--- src/rtl/ac_resonance_detector.sv ---
// Captures one magnitude sample per sweep point, then locates the resonance peak and the
// half-power band around it by walking outward from the peak while mag >= 0.707 * peak.
module ac_resonance_detector #(
  parameter int unsigned W    = 16,
  parameter int unsigned IDXW = 6
) (
  input  logic            clk,
  input  logic            rst,
  input  logic            start,
  input  logic            sample_valid,
  input  logic [W-1:0]    sample_mag,
  output logic            sample_ready,
  output logic            busy,
  output logic            done,
  output logic [IDXW-1:0] peak_idx,
  output logic [W-1:0]    peak_mag,
  output logic [IDXW-1:0] lo_idx,
  output logic [IDXW-1:0] hi_idx,
  output logic            lo_open,
  output logic            hi_open
);

  localparam int unsigned N = 2 ** IDXW;
  localparam logic [IDXW-1:0] LastIdx = {IDXW{1'b1}};

  typedef enum logic [2:0] {
    StIdle, StCapture, StThresh, StScanLo, StScanHi, StDone
  } state_e;

  state_e          state_q;
  logic [W-1:0]    mem_q [N];
  logic [IDXW-1:0] wcnt_q;
  logic [IDXW-1:0] ptr_q;
  logic [W-1:0]    thr_q;

  logic            xfer;
  logic [W+7:0]    thr_prod;
  logic [IDXW-1:0] ptr_dn;
  logic [IDXW-1:0] ptr_up;
  logic [W-1:0]    mag_dn;
  logic [W-1:0]    mag_up;

  assign sample_ready = (state_q == StCapture);
  assign busy         = (state_q == StCapture) || (state_q == StThresh) ||
                        (state_q == StScanLo)  || (state_q == StScanHi);
  assign done         = (state_q == StDone);
  assign xfer         = sample_valid && sample_ready;

  // 181/256 approximates 1/sqrt(2), the half-power ratio on a magnitude scale.
  assign thr_prod = {8'd0, peak_mag} * (W + 8)'(181);

  assign ptr_dn = ptr_q - 1'b1;
  assign ptr_up = ptr_q + 1'b1;
  assign mag_dn = mem_q[ptr_dn];
  assign mag_up = mem_q[ptr_up];

  always_ff @(posedge clk) begin
    if (xfer) begin
      mem_q[wcnt_q] <= sample_mag;
    end
  end

  always_ff @(posedge clk or posedge rst) begin
    if (rst) begin
      state_q  <= StIdle;
      wcnt_q   <= '0;
      ptr_q    <= '0;
      thr_q    <= '0;
      peak_idx <= '0;
      peak_mag <= '0;
      lo_idx   <= '0;
      hi_idx   <= '0;
      lo_open  <= 1'b0;
      hi_open  <= 1'b0;
    end else begin
      unique case (state_q)
        StIdle, StDone: begin
          if (start) begin
            wcnt_q   <= '0;
            peak_idx <= '0;
            peak_mag <= '0;
            lo_open  <= 1'b0;
            hi_open  <= 1'b0;
            state_q  <= StCapture;
          end
        end
        StCapture: begin
          if (xfer) begin
            // Strict compare keeps the lowest index on ties.
            if (sample_mag > peak_mag) begin
              peak_mag <= sample_mag;
              peak_idx <= wcnt_q;
            end
            wcnt_q <= wcnt_q + 1'b1;
            if (wcnt_q == LastIdx) begin
              state_q <= StThresh;
            end
          end
        end
        StThresh: begin
          thr_q   <= thr_prod[W+7:8];
          ptr_q   <= peak_idx;
          state_q <= StScanLo;
        end
        StScanLo: begin
          if (ptr_q == '0) begin
            lo_idx  <= '0;
            lo_open <= 1'b1;
            ptr_q   <= peak_idx;
            state_q <= StScanHi;
          end else if (mag_dn >= thr_q) begin
            ptr_q <= ptr_dn;
          end else begin
            lo_idx  <= ptr_q;
            ptr_q   <= peak_idx;
            state_q <= StScanHi;
          end
        end
        StScanHi: begin
          if (ptr_q == LastIdx) begin
            hi_idx  <= LastIdx;
            hi_open <= 1'b1;
            state_q <= StDone;
          end else if (mag_up >= thr_q) begin
            ptr_q <= ptr_up;
          end else begin
            hi_idx  <= ptr_q;
            state_q <= StDone;
          end
        end
        default: state_q <= StIdle;
      endcase
    end
  end

endmodule
--- config.mk ---
export PLATFORM = sky130hd
export DESIGN_NAME = ac_resonance_detector
export DESIGN_NICKNAME = d
export VERILOG_FILES = /design/src/rtl/ac_resonance_detector.sv
export SDC_FILE = /design/constraint.sdc
export NUM_CORES = 2
export LEC_CHECK = 0
export CELL_PAD_IN_SITES_DETAIL_PLACEMENT = 1
export CELL_PAD_IN_SITES_GLOBAL_PLACEMENT = 1
export CORE_UTILIZATION = 53
export DETAILED_ROUTE_END_ITERATION = 8
export GPL_TIMING_DRIVEN = 0
export PLACE_DENSITY = 0.82
export SYNTH_ARGS = -nofsm -noshare
export SYNTH_HDL_FRONTEND = slang
export SYNTH_SLANG_ARGS = --single-unit
--- constraint.sdc ---
create_clock -name clk -period 6.2 [get_ports clk]
set_input_delay 1.24 -clock clk [delete_from_list [all_inputs] [get_ports clk]]
set_output_delay 1.24 -clock clk [all_outputs]
set_load 0.05 [all_outputs]
==> metrics.txt <==
Final setup viols=16; Slew headroom=-0.0655; Hold Path End=thr_q[8]; Mapped Avg Cell Area=about 18 µm²; drt first pass iters=9; CP top delay family=compound AO/OA/AOI/OAI gates; commonest non-fill, non-tap cell in the layout=edfxtp_1; CTS tree=done; Area Growth Syn to Fin=15.0%; clock slew at reported path FFs=0.06 ns; Inst Count DP=approximately 4500; type of the worst min-delay path=flip-flop to flip-flop; overall die height=between 300 and 400 µm; global-route wire length before repair=298000 µm; Vias per Instance=~7.6; Hold Crit Start=thr_q[8]; Fillers=around 8600; Max Cap Violations=2; Top FF cell, synth=edfxtp_1; leakage power total=20.3 nW; hold path cells=2; CP Max Fanout=10; Routed Antenna Nets=0; DP Wirelength=between 150000 and 200000 µm; Post-Syn Instances=around 3000; slowest cell on the critical path=xor2_1; P per Cell Area=between 300 and 400 mW/mm²; initial antenna violation count=7; Seq/Total Area, Yosys=0.599; R2R cell count=18; RD Place Congestion=between 1 and 1.5; via count=36100; failing checks=design-rule violations, max-capacitance violations, max-slew violations, negative setup slack; status=complete, but fails checks; r2r setup slk=-0.13 ns; post-synth design cell area=between 0.05 and 0.06 mm²; commonest non-fill, non-tap cells in the layout=1024 x edfxtp_1, 591 x mux4_2, 283 x nand2_1; Total Wirelength=218000 µm; Iter 0 DRT Violations=just over 6000; post-CTS setup repair buffer count=0; # port buffers=58; Tcrit/Tclk final=1.02; grt ovf=0; ys async rst share=0.0614; num ports=between 50 and 60; CTS root buffer=clkbuf_16; CTS Buf Count=~110; core area=between 0.1 and 0.15 mm²; Worst EP required=roughly 6.8 ns; Die X=about 320 µm; setup ws final=-0.129 ns; Total GRT Usage=0.430; Syn Nets=between 3000 and 4000; CTS sink cnt=approximately 1100; DRC errors left=1; CTS Buffer Depth=3; post-layout min period=~6.3 ns; final core utilization=0.619; proportion of layout cells with a drive suffix above 1=0.335; maximum vdd ir drop=approximately 0.00048 V; max-slew violations=9; CP endpoint kind=flip-flop; Clock Latency Late Sink=0.73 ns; fmax=about 0.16 GHz; vias in the first global route=37400; critical register-to-register path startpoint=ptr_q[0]; CP Cell Sequence=buf_4, buf_6, nand3_1, xor2_1, buf_2, mux4_2, nand2_1, nand3_1, o21ai_1, a21oi_1, ha_1, a21o_1, a21o_1, a211oi_1, o21a_1, a21oi_1, nor2_2, mux2_2; WS Path Type=flip-flop to flip-flop; number of synthesized register bits=1091; CP arrival=roughly 7 ns; WL/cell=about 46 µm; Synth cell types=just over 60; CP bufs+invs=3; die area=around 0.10 mm²; RSZ-0062 raised after global routing=false; Layout Nets=3445; worst slew pin tran=approximately 1.6 ns; H-tree levels=3; startpoint types=flip-flop; RR Endpoint=hi_idx[5]; Syn. warnings=0; pin count of the biggest net entering global routing=68; slowest stage delay, CP=around 1.2 ns; # rows=116; skew final=between 0.05 and 0.06 ns; fin cells=between 4000 and 5000; Initial Utilization=0.538; Fin. Hold Viols=0; Post-synth EDFFs=a little over 1000
## where the power goes
part           leakage [nW]  switching (mW)  internal, mW
Sequential             10.1           0.188          8.18
Clock                  1.81            3.10          4.03
Combinational          8.32            2.98          1.85
Total                  20.3            6.26          14.1
## cell type report
type | instances | area, µm² | area share
flip-flops and latches | 1091 | 32400 | 0.521
multi-input cells | 1604 | 20500 | 0.330
clock buffers | 125 | 2850 | 0.0458
repair buffers | 137 | 2090 | 0.0337
well taps | 1357 | 1700 | 0.0273
plain buffers | 191 | 1180 | 0.0189
clock inverters | 79 | 933 | 0.0150
inverters | 139 | 524 | 0.00842
diodes | 3 | 7.51 | 0.000121
## per-layer routing
metal / global-route usage / part of all wire
met4: 0.350 / 0.10
met3: 0.155 / 0.14
met1: 0.497 / 0.30
met5: 0.00993 / 0.0027
met2: 0.646 / 0.45
## tightest hold or removal path, delay by kind of cell, from the launching register on
family | cells | cell delay (ns)
flip-flops | 1 | 0.35
AO/OA/AOI/OAI | 1 | 0.06
AND/OR/NAND/NOR | 1 | 0.05
## kinds of logic (layout without fill, tap and decap cells)
group / Yosys count / in the layout / synth area share
other: 0 / 3 / 0
DFF: 1091 / 1091 / 0.599
and+or+nand+nor: 572 / 572 / 0.0463
xor gates and xnor gates: 27 / 27 / 0.00437
adders and majority gates: 150 / 150 / 0.0398
buffers and inverters: 335 / 671 / 0.0289
AOI/OAI and AO/OA: 219 / 219 / 0.0268
muxes: 636 / 636 / 0.255
## what timing repair did
action | in CTS | in global routing
endpoints found under the setup margin | 21 | 20
resized for setup | 72 | 76
hold buffers | 0 | 0
endpoints found under the hold margin | 0 | 0
pin swaps | 2 | 3
## Yosys cell counts (8+ instances only)
cell         n  area [µm²]
edfxtp_1  1024       30700
mux4_2     591       13300
nand2_1    283        1060
inv_1      138         518
ha_1       113        1410
nor2_1     100         375
nand3_1     94         470
buf_2       72         360
dfrtp_1     67        1680
clkbuf_1    65         244
a21oi_1     50         250
buf_4       40         300
fa_1        37         741
o21ai_0     36         180
mux2i_1     33         330
nand4_1     31         194
a211oi_1    28         210
a31oi_1     23         144
nor3_1      17        85.1
xnor2_1     17         149
a21o_1      14         105
nor2b_1     13        81.3
mux2_2      12         135
and3_1      11        68.8
buf_1       10        37.5
xor2_1      10        87.6
o21a_1       9        67.6
buf_6        8        90.1
## sequential cells by signal (all words and copies together) (netlist names)
| signal | cells |
|---|---|
| hi_idx | 6 |
| wcnt_q | 6 |
| mem_q | 1024 |
| thr_q | 16 |
| lo_idx | 6 |
| lo_open | 1 |
| state_q | 3 |
| ptr_q | 6 |
| peak_mag | 16 |
| hi_open | 1 |
| peak_idx | 6 |
## how the worst max path moves through the flow
stage | start | endpoint | slack (ns) | cells past startpoint
global route | ptr_q[0] | ptr_q[1] | 0.02 | 20
CTS | ptr_q[0] | ptr_q[4] | 0.006 | 22
detailed placement | ptr_q[0] | lo_idx[3] | -1.74 | 20
finish | ptr_q[0] | hi_idx[5] | -0.13 | 18
global placement | ptr_q[0] | ptr_q[4] | -1.58 | 20
floorplan | ptr_q[0] | lo_idx[2] | 1.61 | 19
## through the flow
stage	worst slack, ns	power, mW	setup TNS [ns]	hold slack, ns	area, µm²
after global placement	-1.58	13.1	-25.08	0.477	56400
after floorplan	1.61	11.7	0	0.449	54100
after detailed placement	-1.74	13.3	-27.76	0.485	58100
after global routing	0.0226	21.0	0	0.516	62200
after CTS	0.00642	20.3	0	0.499	62000
final	-0.129	20.3	-1.22	0.494	62200
No activity file was read; power rests on OpenSTA's default activity.
